`src/rtl/led_pkg.sv`:
```
// Shared types and constants for the LED sequencing controller.
package led_pkg;

    localparam int unsigned LED_W = 8;
    localparam int unsigned POS_W = 3;
    localparam int unsigned LAP_W = 8;

    localparam logic [LED_W-1:0] LOAD_START = 8'h01;
    localparam logic [LED_W-1:0] LOAD_CLEAR = 8'h00;

    localparam logic DIR_LEFT  = 1'b0;
    localparam logic DIR_RIGHT = 1'b1;

    localparam logic [POS_W-1:0] POS_FIRST = '0;
    localparam logic [POS_W-1:0] POS_LAST  = '1;

    typedef enum logic [1:0] {
        ST_IDLE  = 2'd0,
        ST_RUN   = 2'd1,
        ST_PAUSE = 2'd2
    } state_e;

    typedef enum logic [1:0] {
        MODE_ROL     = 2'b00,
        MODE_ROR     = 2'b01,
        MODE_BOUNCE  = 2'b10,
        MODE_ALT_ROL = 2'b11
    } mode_e;

    // Code 11 behaves exactly like rotate-left, so it is folded at latch time.
    function automatic mode_e latch_mode(input logic [1:0] m);
        return (m == 2'b11) ? MODE_ROL : mode_e'(m);
    endfunction

    function automatic logic start_dir(input mode_e m);
        return (m == MODE_ROR) ? DIR_RIGHT : DIR_LEFT;
    endfunction

endpackage

```
`src/rtl/tick_gen.sv`:
```
// Step prescaler: counts 0..DIV_MAX while running and flags the terminal count.
module tick_gen #(
    parameter int unsigned DIV_MAX = 24_999_999,
    parameter int unsigned CNT_W   = 25
) (
    input  logic clk,
    input  logic reset,
    input  logic run,
    input  logic hold,
    input  logic clr,
    output logic tick_c
);

    logic [CNT_W-1:0] cnt_q;
    logic [CNT_W-1:0] cnt_d;
    logic             at_max;

    // hold only defers the wrap: the count parks at DIV_MAX and the step is kept pending.
    always_comb begin
        at_max = (cnt_q == CNT_W'(DIV_MAX));
        tick_c = run & ~hold & ~clr & at_max;
        cnt_d  = cnt_q;
        if (clr) begin
            cnt_d = '0;
        end else if (run) begin
            if (!at_max) begin
                cnt_d = cnt_q + CNT_W'(1);
            end else if (!hold) begin
                cnt_d = '0;
            end
        end
    end

    always_ff @(posedge clk or negedge reset) begin
        if (!reset) begin
            cnt_q <= '0;
        end else begin
            cnt_q <= cnt_d;
        end
    end

endmodule

```
`src/rtl/led_seq_ctrl.sv`:
```
// Single-clock sequencing controller for the 8-LED shifter: button start/pause/resume,
// clear, prescaled step strobes, position and lap tracking.
module led_seq_ctrl
    import led_pkg::*;
#(
    parameter int unsigned DIV_MAX     = 24_999_999,
    parameter int unsigned CNT_W       = 25,
    parameter int unsigned SYNC_STAGES = 2
) (
    input  logic             clk,
    input  logic             reset,
    input  logic             check,
    input  logic             clear,
    input  logic [1:0]       mode,
    output logic             load,
    output logic [LED_W-1:0] load_val,
    output logic             shift_en,
    output logic             shift_dir,
    output logic [POS_W-1:0] pos,
    output logic [LAP_W-1:0] lap_cnt,
    output logic             busy
);

    logic [SYNC_STAGES-1:0] chk_sync_q, chk_sync_d;
    logic [SYNC_STAGES-1:0] clr_sync_q, clr_sync_d;
    logic                   chk_prev_q, chk_prev_d;
    logic                   chk_ev_q, chk_ev_d;
    logic                   clr_prev_q, clr_prev_d;
    logic                   chk_s, clr_s, clr_rise;

    state_e                 state_q, state_d;
    mode_e                  mode_q, mode_d, start_mode;
    logic                   dir_q, dir_d;
    logic [POS_W-1:0]       pos_q, pos_d;
    logic [LAP_W-1:0]       lap_q, lap_d;
    logic                   load_q, load_d;
    logic [LED_W-1:0]       load_val_q, load_val_d;
    logic                   shift_en_q, shift_en_d;
    logic                   shift_dir_q, shift_dir_d;
    logic                   busy_q, busy_d;

    logic                   tg_run, tg_hold, tg_clr, tick_c;
    logic [POS_W-1:0]       step_pos;
    logic                   step_dir, step_wrap;

    // Input synchronisers; chk_ev is a registered one-cycle rising-edge pulse.
    always_comb begin
        chk_sync_d = {chk_sync_q[SYNC_STAGES-2:0], check};
        clr_sync_d = {clr_sync_q[SYNC_STAGES-2:0], clear};
        chk_s      = chk_sync_q[SYNC_STAGES-1];
        clr_s      = clr_sync_q[SYNC_STAGES-1];
        chk_prev_d = chk_s;
        chk_ev_d   = chk_s & ~chk_prev_q;
        clr_prev_d = clr_s;
        clr_rise   = clr_s & ~clr_prev_q;
    end

    always_comb begin
        tg_run  = (state_q == ST_RUN);
        tg_hold = chk_ev_q;
        tg_clr  = clr_s | (state_q == ST_IDLE);
    end

    tick_gen #(
        .DIV_MAX (DIV_MAX),
        .CNT_W   (CNT_W)
    ) u_tick_gen (
        .clk    (clk),
        .reset  (reset),
        .run    (tg_run),
        .hold   (tg_hold),
        .clr    (tg_clr),
        .tick_c (tick_c)
    );

    // Next position/direction for one step of the latched pattern.
    always_comb begin
        step_pos  = pos_q;
        step_dir  = dir_q;
        step_wrap = 1'b0;
        case (mode_q)
            MODE_ROR: begin
                step_pos  = pos_q - POS_W'(1);
                step_wrap = (pos_q == POS_FIRST);
            end
            MODE_BOUNCE: begin
                if (dir_q == DIR_LEFT) begin
                    step_pos = pos_q + POS_W'(1);
                    step_dir = (step_pos == POS_LAST) ? DIR_RIGHT : DIR_LEFT;
                end else begin
                    step_pos  = pos_q - POS_W'(1);
                    step_dir  = (step_pos == POS_FIRST) ? DIR_LEFT : DIR_RIGHT;
                    step_wrap = (step_pos == POS_FIRST);
                end
            end
            default: begin
                step_pos  = pos_q + POS_W'(1);
                step_wrap = (pos_q == POS_LAST);
            end
        endcase
    end

    always_comb begin : fsm_comb
        state_d     = state_q;
        mode_d      = mode_q;
        dir_d       = dir_q;
        pos_d       = pos_q;
        lap_d       = lap_q;
        load_d      = 1'b0;
        load_val_d  = load_val_q;
        shift_en_d  = 1'b0;
        shift_dir_d = shift_dir_q;
        start_mode  = latch_mode(mode);

        if (clr_s) begin
            state_d = ST_IDLE;
            pos_d   = POS_FIRST;
            if (clr_rise) begin
                load_d     = 1'b1;
                load_val_d = LOAD_CLEAR;
            end
        end else begin
            case (state_q)
                ST_IDLE: begin
                    if (chk_ev_q) begin
                        state_d     = ST_RUN;
                        load_d      = 1'b1;
                        load_val_d  = LOAD_START;
                        pos_d       = POS_FIRST;
                        mode_d      = start_mode;
                        dir_d       = start_dir(start_mode);
                        shift_dir_d = start_dir(start_mode);
                    end
                end
                ST_RUN: begin
                    // A coincident tick is held inside the prescaler, not lost.
                    if (chk_ev_q) begin
                        state_d = ST_PAUSE;
                    end else if (tick_c) begin
                        shift_en_d  = 1'b1;
                        shift_dir_d = dir_q;
                        pos_d       = step_pos;
                        dir_d       = step_dir;
                        lap_d       = lap_q + LAP_W'(step_wrap);
                    end
                end
                ST_PAUSE: begin
                    if (chk_ev_q) begin
                        state_d = ST_RUN;
                    end
                end
                default: state_d = ST_IDLE;
            endcase
        end

        busy_d = (state_d != ST_IDLE);
    end

    always_ff @(posedge clk or negedge reset) begin
        if (!reset) begin
            chk_sync_q  <= '0;
            clr_sync_q  <= '0;
            chk_prev_q  <= 1'b0;
            chk_ev_q    <= 1'b0;
            clr_prev_q  <= 1'b0;
            state_q     <= ST_IDLE;
            mode_q      <= MODE_ROL;
            dir_q       <= DIR_LEFT;
            pos_q       <= '0;
            lap_q       <= '0;
            load_q      <= 1'b0;
            load_val_q  <= '0;
            shift_en_q  <= 1'b0;
            shift_dir_q <= 1'b0;
            busy_q      <= 1'b0;
        end else begin
            chk_sync_q  <= chk_sync_d;
            clr_sync_q  <= clr_sync_d;
            chk_prev_q  <= chk_prev_d;
            chk_ev_q    <= chk_ev_d;
            clr_prev_q  <= clr_prev_d;
            state_q     <= state_d;
            mode_q      <= mode_d;
            dir_q       <= dir_d;
            pos_q       <= pos_d;
            lap_q       <= lap_d;
            load_q      <= load_d;
            load_val_q  <= load_val_d;
            shift_en_q  <= shift_en_d;
            shift_dir_q <= shift_dir_d;
            busy_q      <= busy_d;
        end
    end

    assign load      = load_q;
    assign load_val  = load_val_q;
    assign shift_en  = shift_en_q;
    assign shift_dir = shift_dir_q;
    assign pos       = pos_q;
    assign lap_cnt   = lap_q;
    assign busy      = busy_q;

endmodule
```
`config.mk`:
```
export PLATFORM = sky130hd
export DESIGN_NAME = led_seq_ctrl
export DESIGN_NICKNAME = d
export VERILOG_FILES = /design/src/rtl/led_pkg.sv /design/src/rtl/tick_gen.sv /design/src/rtl/led_seq_ctrl.sv
export SDC_FILE = /design/constraint.sdc
export NUM_CORES = 1
export LEC_CHECK = 0
export ABC_AREA = 1
export BUFFER_PORTS_ARGS = -buffer_cell sky130_fd_sc_hd__buf_4
export CAP_MARGIN = 0
export CORE_ASPECT_RATIO = 1.2
export CORE_MARGIN = 1.5
export CORE_UTILIZATION = 30
export CTS_CLUSTER_SIZE = 25
export DETAILED_ROUTE_END_ITERATION = 6
export MAX_ROUTING_LAYER = met4
export PLACE_DENSITY_LB_ADDON = 0.12
export SETUP_SLACK_MARGIN = 0.1
export SKIP_CTS_REPAIR_TIMING = 1
export SLEW_MARGIN = 15
export SYNTH_ARGS = -nofsm -noshare
export SYNTH_HDL_FRONTEND = slang
export SYNTH_HIERARCHICAL = 1
export SYNTH_SLANG_ARGS = --single-unit
```
`constraint.sdc`:
```
create_clock -name clk -period 4.75 [get_ports clk]
set_input_delay 0.95 -clock clk [delete_from_list [all_inputs] [get_ports clk]]
set_output_delay 0.95 -clock clk [all_outputs]
set_load 0.01 [all_outputs]
```
==> metrics, run 1 <==
outcome finished, final reports clean; Core ar. 11000 sq um; HP Class register to register; CP Cell Sequence clkinv_1 -> nand2_1 -> inv_1 -> nand2_1 -> nor4_1 -> nand3_2 -> nor2_4 -> inv_1 -> nand2_1 -> nand2_1; Total Routed Length 7760 um; Worst-path clk slew 70 ps; ant diodes 0; row count 42; cell with the most instances after synthesis nand2_1; Clock Skews 5.02 ps; Commonest cells post-synth nand2_1, nor2_1, dfrtp_1; syn avg cell area 7.07 sq um; critical path class register to register; Distinct cells, synth 34; final worst-path cycle share 48.6%; Final min period 2310 ps; Main synth FF type dfrtp_1; # H-tree levels 2; fin nets 517; fin cells 633; Tot GR Track Use 14.4%; Crit path arrival time 2500 ps; Die H 119 um; post-synth top area cell dfrtp_1; fin. max-slew vios 0; CTS root buf clkbuf_16; DRT iter0 DRCs 121; mapped cell area 3390 sq um; power density cells 254 nW/um^2; final hold violations 0; leakage power 1.79 nW; Skew-Pair Late Insertion Delay 300 ps; worst endpoint required time 4940 ps; Clock Path Buffers 2; Slew Limit Headroom 42.8%; total grt overflow 0; I/O Pins 29; asr flop ratio synth 100%; VDD IR-drop max 0.000121 V; number of synthesized register bits 53; CTS tree done; Clock Sinks 53; Synth area leaders dfrtp_1, nand2_1, nor2_1; Synth top area share 39.1%; crit path max fanout 14; Starting Density 30.7%; via count 2866; routability cong. 0.839; sequential area share after synthesis 39.1%; # fillers 1197; drt wl/cell 12.3 um; Final ANT Viol Nets 0; DP Cell Count 625; width of the die 100 um; Synth warnings 6; Syn-to-layout area delta 11.4%; number of synthesized flops with an enable pin 0; final-report setup violation count 0; drt first pass iters 6; hpwl dp 5780 um; setup TNS 0 ps; max cap viols 0; Post-Syn Instances 479; drt drc 0; Max Fclk 0.433 GHz; largest net degree at the start of global routing 54; RSZ-0062 raised after global routing no; antenna violations before repair 0; CP max-delay cell dfrtp_1; CTS Buf Count 5; Startpoint Class register; CP max stage delay 430 ps; first-pass GRT wire length 13300 um; Crit. End Element register; share of cells above drive strength 1 10.4%; vias per cell 4.53; port buffer count 21; die area 11900 sq um; Slew @ Worst Pin 855 ps; most used cell, CP nand2_1; vias in the first global route 2772
-- logic make-up after synthesis --
logic type      Yosys count  share of synthesized area (%)
compound gates           35                           5.80
xor+xnor                 15                           3.88
fa+ha+maj                11                           4.06
buf+inv                  68                           9.38
flops                    53                           39.1
other cells               1                          0.111
simple gates            296                           37.6
-- critical path, delay by kind of cell, from the launching register on --
family                 cells  cell delay, ps
AND/OR/NAND/NOR            7            1210
buffers and inverters      3             540
flip-flops                 1             430
-- through the flow --
stage / hold WS, ps / worst slack [ps] / power, W / instance area, sq um / util (%)
4_1_cts: 351 / 2400 / 0.000979 / 3780 / 34.2
3_3_place_gp: 334 / 2470 / 0.000592 / 3620 / 32.8
5_1_grt: 369 / 2200 / 0.00101 / 3780 / 34.2
3_5_place_dp: 335 / 2410 / 0.000591 / 3620 / 32.8
6_report: 352 / 2440 / 0.000960 / 3780 / 34.2
2_1_floorplan: 331 / 2940 / 0.000556 / 3410 / -
-- final cells by class --
cell class	count	area (sq um)	share of cell area, %
Sequential cell	53	1330	35.1
Inverter	55	209	5.53
Clock buffer	5	125	3.31
Multi-Input combinational cell	364	1770	46.8
Clock inverter	3	26.3	0.696
Tap cell	132	165	4.37
Timing Repair Buffer	21	158	4.17
-- cells in the final DEF (no fill, tap or decap), types with 2 or more instances in the layout --
cell type,Yosys,layout
xnor2_1,2,2
nand4_1,3,3
nor3_1,2,2
or2_2,2,2
nor2_4,7,7
o21ai_0,19,19
a21oi_1,6,6
nor2_2,2,2
buf_4,10,21
dfrtp_1,53,53
inv_2,3,3
ha_1,11,11
o21ai_1,3,3
inv_1,50,50
nand2_1,183,183
clkbuf_16,0,5
o211ai_1,2,2
xor2_1,13,13
nand2_2,2,2
nor2_1,55,55
clkinvlp_4,0,2
nand3_2,3,3
conb_1,1,7
nand3_1,29,29
nand3b_1,5,5
-- routing by layer --
| layer | vias to the layer above | routed length (um) | share of wire [%] | GRT usage [%] |
|---|---|---|---|---|
| li1 | 1505 | - | - | - |
| met1 | 1297 | 3480 | 45 | 17.2 |
| met2 | 51 | 3920 | 50 | 25.0 |
| met3 | 13 | 226 | 2.9 | 1.94 |
| met4 | 0 | 141 | 1.8 | 4.49 |
| met5 | - | 0 | 0 | - |
-- registers in the layout, indices dropped and copies added (netlist names) --
register          cells
load                  1
state_q               2
busy                  1
shift_dir             1
shift_en              1
chk_ev_q              1
clr_prev_q            1
clr_sync_q            2
chk_sync_q            2
lap_cnt               8
u_tick_gen/cnt_q     25
pos                   3
chk_prev_q            1
load_val              1
dir_q                 1
mode_q                2
-- final timing paths --
check	startpoint	cells past startpoint	end	slack, ps
max in group asynchronous	reset	1	u_tick_gen/cnt_q[5]	3580
setup / recovery	clr_sync_q[1]	10	lap_cnt[4]	2440
min in group asynchronous	reset	1	lap_cnt[7]	690
hold reg to reg	chk_sync_q[0]	0	chk_sync_q[1]	350
setup reg to reg	clr_sync_q[1]	10	lap_cnt[4]	2440
hold / removal	chk_sync_q[0]	0	chk_sync_q[1]	350
-- where the power goes --
group | internal, W | switching (W)
Clock | 0.000200 | 0.000182
Sequential | 0.000465 | 0.0000116
Combinational | 0.0000322 | 0.0000700
Power figures use the tool's default switching activity.
==> run 2: changes to the inputs <==
Settings changed: ABC_AREA 1 to 0.
Clock period 4.75 ns to 1.9 ns, I/O delays scaled along.
==> metrics, run 2 <==
xor/xnor share of the synthesized area 2.57%; Worst-path clk slew 80 ps; Total Routed Length 7830 um; largest family of logic cells by synthesized area simple AND/OR/NAND/NOR gates; power density cells 593 nW/um^2; Synth top area share 43.9%; cell with the most instances after synthesis dfrtp_1; hpwl dp 5740 um; RSZ-0062 raised after global routing yes; Main synth FF type dfrtp_1; max reg flops 25; number of synthesized register bits 53; final setup margin -574 ps; die area 10700 sq um; mapped cell area 3020 sq um; Core ar. 9660 sq um; CTS root buf clkbuf_16; width of the die 94.7 um; vias in the first global route 2655; Crit. End Element register; largest net degree at the start of global routing 54; crit path max fanout 5; fin nets 425; drt drc 0; multi-input logic area 1700 sq um; Tot GR Track Use 16.6%; failing checks setup timing; post-synth top area cell dfrtp_1; Clock Sinks 53; fin. max-slew vios 0; port buffer count 21; asr flop ratio synth 100%; Distinct cells, synth 68; setup TNS -10090 ps; post-synthesis mux area share 2.73%; commonest non-fill, non-tap cell in the layout buf_4; number of synthesized flops with an enable pin 0; Die H 113 um; final-report setup violation count 36; I/O Pins 29; Crit path arrival time 2670 ps; HP Class input port to asynchronous set/reset pin; Slew Limit Headroom 52.9%; Synth area leaders dfrtp_1, ha_1, a21oi_1; Final min period 2470 ps; share of cells above drive strength 1 38.1%; sequential area share after synthesis 43.9%; drt first pass iters 4; VDD IR-drop max 0.000345 V; ant diodes 0; Final ANT Viol Nets 0; row count 39; Max Fclk 0.404 GHz; commonest cells after routing, fill and taps aside buf_4, dfrtp_1, nand2_1; Clock Skews 10.2 ps; Register Area 1330 sq um; worst hold margin 120 ps; Synth Area in Simple Gates 25.1%; via count 2658; Clock Path Buffers 2; critical path class register to register; post-synthesis compound-gate area fraction 15.0%; Skew-Pair Late Insertion Delay 300 ps; antenna violations before repair 0; outcome finished, violations left; CTS Buf Count 5; final hold violations 0; routability cong. 0.795; # H-tree levels 2; drt wl/cell 14.7 um; vias per cell 5.00; adder-cell share of the synthesized area 4.55%; CTS tree done; Syn-to-layout area delta 39.8%; Commonest cells post-synth dfrtp_1, nand2_1, a21oi_1; final worst-path cycle share 130%; worst endpoint required time 2090 ps; syn avg cell area 9.88 sq um; Slew @ Worst Pin 706 ps; DRT iter0 DRCs 107; Startpoint Class register; # fillers 958; first-pass GRT wire length 13500 um; Post-Syn Instances 306; total grt overflow 0; largest register by flop count u_tick_gen/cnt_q; max cap viols 0; leakage power 1.93 nW; Starting Density 31.3%; Synth warnings 6
[run 2: changes by cell type after synthesis, moves of 5 or more]
cell	change
nand2_1	-154
nor2_1	-45
inv_1	-35
a21oi_1	+19
xor2_1	-11
or3_1	+10
nand4_1	+9
o21ai_0	-9
nand3_1	-7
nor2_4	-7
mux2i_1	+6
a21o_1	+5
[run 2: through the flow]
stage / utilization, % / cell area (sq um) / cells / worst slack (ps) / power (W)
after floorplan: - / 3070 / 312 / -556 / 0.00139
after global placement: 39.5 / 3820 / 514 / -693 / 0.00153
after detailed placement: 39.5 / 3820 / 514 / -770 / 0.00153
after CTS: 41.2 / 3980 / 522 / -804 / 0.00253
after global routing: 43.8 / 4230 / 532 / -687 / 0.00262
final: 43.8 / 4230 / 532 / -574 / 0.00251
[run 2: layout make-up]
type	count	share of cell area (%)
Tap cell	123	3.64
Clock buffer	5	2.96
Sequential cell	53	31.4
Timing Repair Buffer	104	19.4
Inverter	16	1.54
Clock inverter	3	0.799
Multi-Input combinational cell	228	40.3
[run 2: layer usage]
metal / global-route usage [%] / vias up / part of all wire, %
met2: 27.0 / 52 / 50
met3: 2.42 / 10 / 2.8
li1: - / 1317 / -
met1: 21.0 / 1279 / 45
met5: - / - / 0
met4: 5.77 / 0 / 1.7
[run 2: final timing paths]
path	slack [ps]	from	to	depth (start not counted)
worst max-delay path	-570	u_tick_gen/cnt_q[17]	lap_cnt[1]	12
min in group clk	180	clear	clr_sync_q[0]	1
max in group asynchronous	1310	reset	lap_cnt[7]	1
worst max register to register	-570	u_tick_gen/cnt_q[17]	lap_cnt[1]	12
worst min register to register	350	chk_sync_q[0]	chk_sync_q[1]	0
worst min-delay path	120	reset	u_tick_gen/cnt_q[11]	1
[run 2: power by group]
part | internal, W | switching, W | total (W) | leakage, nW
clock | 0.000506 | 0.000477 | 0.000983 | 0.0767
sequential | 0.00116 | 0.0000180 | 0.00118 | 0.714
combinational | 0.000156 | 0.000191 | 0.000346 | 1.14
total | 0.00182 | 0.000685 | 0.00251 | 1.93
[run 2: worst max-delay path, cell delays in order, from the launching register on]
cell and delay, ps:
dfrtp_1 380, or4_4 540, nor4_4 130, buf_4 190
nand3_4 90, nor4_4 170, nand3b_1 120, buf_6 140
or2_4 250, clkinv_4 70, buf_12 100, nand2_4 50
xnor2_2 130
[run 2: kinds of logic after synthesis]
family,count (synthesis)
DFF,53
AOI/OAI and AO/OA,64
xor gates and xnor gates,8
and+or+nand+nor,130
muxes,8
adders and majority gates,11
buffers and inverters,31
other,1
==> run 3: changes to the inputs <==
Settings changed: PLACE_DENSITY_LB_ADDON 0.12 to default.
==> metrics, run 3 (same netlist as run 2, synthesis figures left out) <==
outcome finished, violations left; failing checks setup timing; commonest cells after routing, fill and taps aside buf_4, dfrtp_1, nand2_1; CTS root buf clkbuf_16; Final ANT Viol Nets 0; Die H 113 um; Crit path arrival time 2700 ps; first-pass GRT wire length 12400 um; fin. max-slew vios 0; antenna violations before repair 0; max reg flops 25; CTS tree done; Register Area 1330 sq um; routability cong. 0.890; die area 10700 sq um; hpwl dp 5570 um; fin nets 427; via count 2783; Critical R2R Launch u_tick_gen/cnt_q[17]; ant diodes 0; Clock Sinks 53; Skew-Pair Late Insertion Delay 300 ps; power density cells 574 nW/um^2; max cap viols 0; Core ar. 9660 sq um; Slew @ Worst Pin 699 ps; largest net degree at the start of global routing 54; largest register by flop count u_tick_gen/cnt_q; final-report setup violation count 36; Tot GR Track Use 15.1%; final hold violations 0; DRT iter0 DRCs 103; row count 39; setup TNS -11100 ps; HP Class input port to asynchronous set/reset pin; critical path class register to register; leakage power 2.05 nW; Clock Skews 7.25 ps; port buffer count 21; total grt overflow 0; Clock Path Buffers 2; RSZ-0062 raised after global routing yes; Total Routed Length 8370 um; vias in the first global route 2593; VDD IR-drop max 0.000373 V; width of the die 94.7 um; vias per cell 5.21; I/O Pins 29; Syn-to-layout area delta 44.9%; pre-CTS setup slack -567 ps; r2r setup slk -570 ps; worst endpoint required time 2130 ps; drt wl/cell 15.7 um; Final min period 2470 ps; Starting Density 31.3%; # H-tree levels 2; Slew Limit Headroom 53.4%; Startpoint Class register; # fillers 941; CTS Buf Count 5; final setup margin -575 ps; share of cells above drive strength 1 43.1%; commonest non-fill, non-tap cell in the layout buf_4; beginning of the critical path u_tick_gen/cnt_q[17]; final worst-path cycle share 130%; multi-input logic area 1810 sq um; Crit. End Element register; drt drc 0; crit path max fanout 7; drt first pass iters 4; Max Fclk 0.404 GHz; Worst-path clk slew 80 ps
run 3: cell types whose count changed in the layout (fill, tap and decap cells not counted), moves of 2 or more:
cell / delta
or3_4: +3
nand2_4: +4
nand3_2: +4
o311ai_4: +2
buf_4: -2
a21oi_2: +4
or4_1: -3
or4_4: +3
clkinv_4: -2
a21oi_1: -4
or3_1: -3
clkbuf_16: +2
nand3_1: -3
nand2_1: -4
run 3: final cells by class:
cell class / instances / area share, %
multi-input cells: 228 / 41.3
flip-flops and latches: 53 / 30.3
repair buffers: 106 / 20.0
well taps: 123 / 3.51
clock buffers: 5 / 2.85
inverters: 16 / 1.43
clock inverters: 3 / 0.657
run 3: layer usage:
layer	vias up	global-route usage (%)	wire, um	share of wire, %
met3	17	2.22	273	3.3
met5	-	-	0	0
met4	0	4.88	196	2.3
met1	1389	18.2	3510	42
met2	60	25.7	4390	52
li1	1317	-	-	-
run 3: critical path: stages, from the launching register on:
cell and delay (ps):
dfrtp_1 380, or4_4 540, nor4_4 210, nand3_2 150, nor4_4 200, nand3b_1 220, or2_4 310, inv_4 90
and3_4 190, xor2_2 120
run 3: per-stage QoR:
stage	cell area (sq um)	util (%)	cells	power [W]	hold WS [ps]
2_1_floorplan	3070	-	312	0.00139	84.4
3_3_place_gp	3780	39.1	509	0.00152	340
3_5_place_dp	3780	39.1	509	0.00153	336
4_1_cts	3930	40.7	517	0.00251	158
5_1_grt	4380	45.4	534	0.00264	176
6_report	4380	45.4	534	0.00252	113
run 3: worst paths after layout:
check	to	cells after the start
max	lap_cnt[2]	9
min	u_tick_gen/cnt_q[11]	1
max reg2reg	lap_cnt[2]	9
min reg2reg	clr_sync_q[1]	0
max in group asynchronous	u_tick_gen/cnt_q[18]	1
min in group clk	clr_sync_q[0]	1
run 3: power by group:
part | switching (W) | internal (W)
logic | 0.000197 | 0.000174
registers | 0.0000189 | 0.00116
clock network | 0.000458 | 0.000506
total | 0.000674 | 0.00184
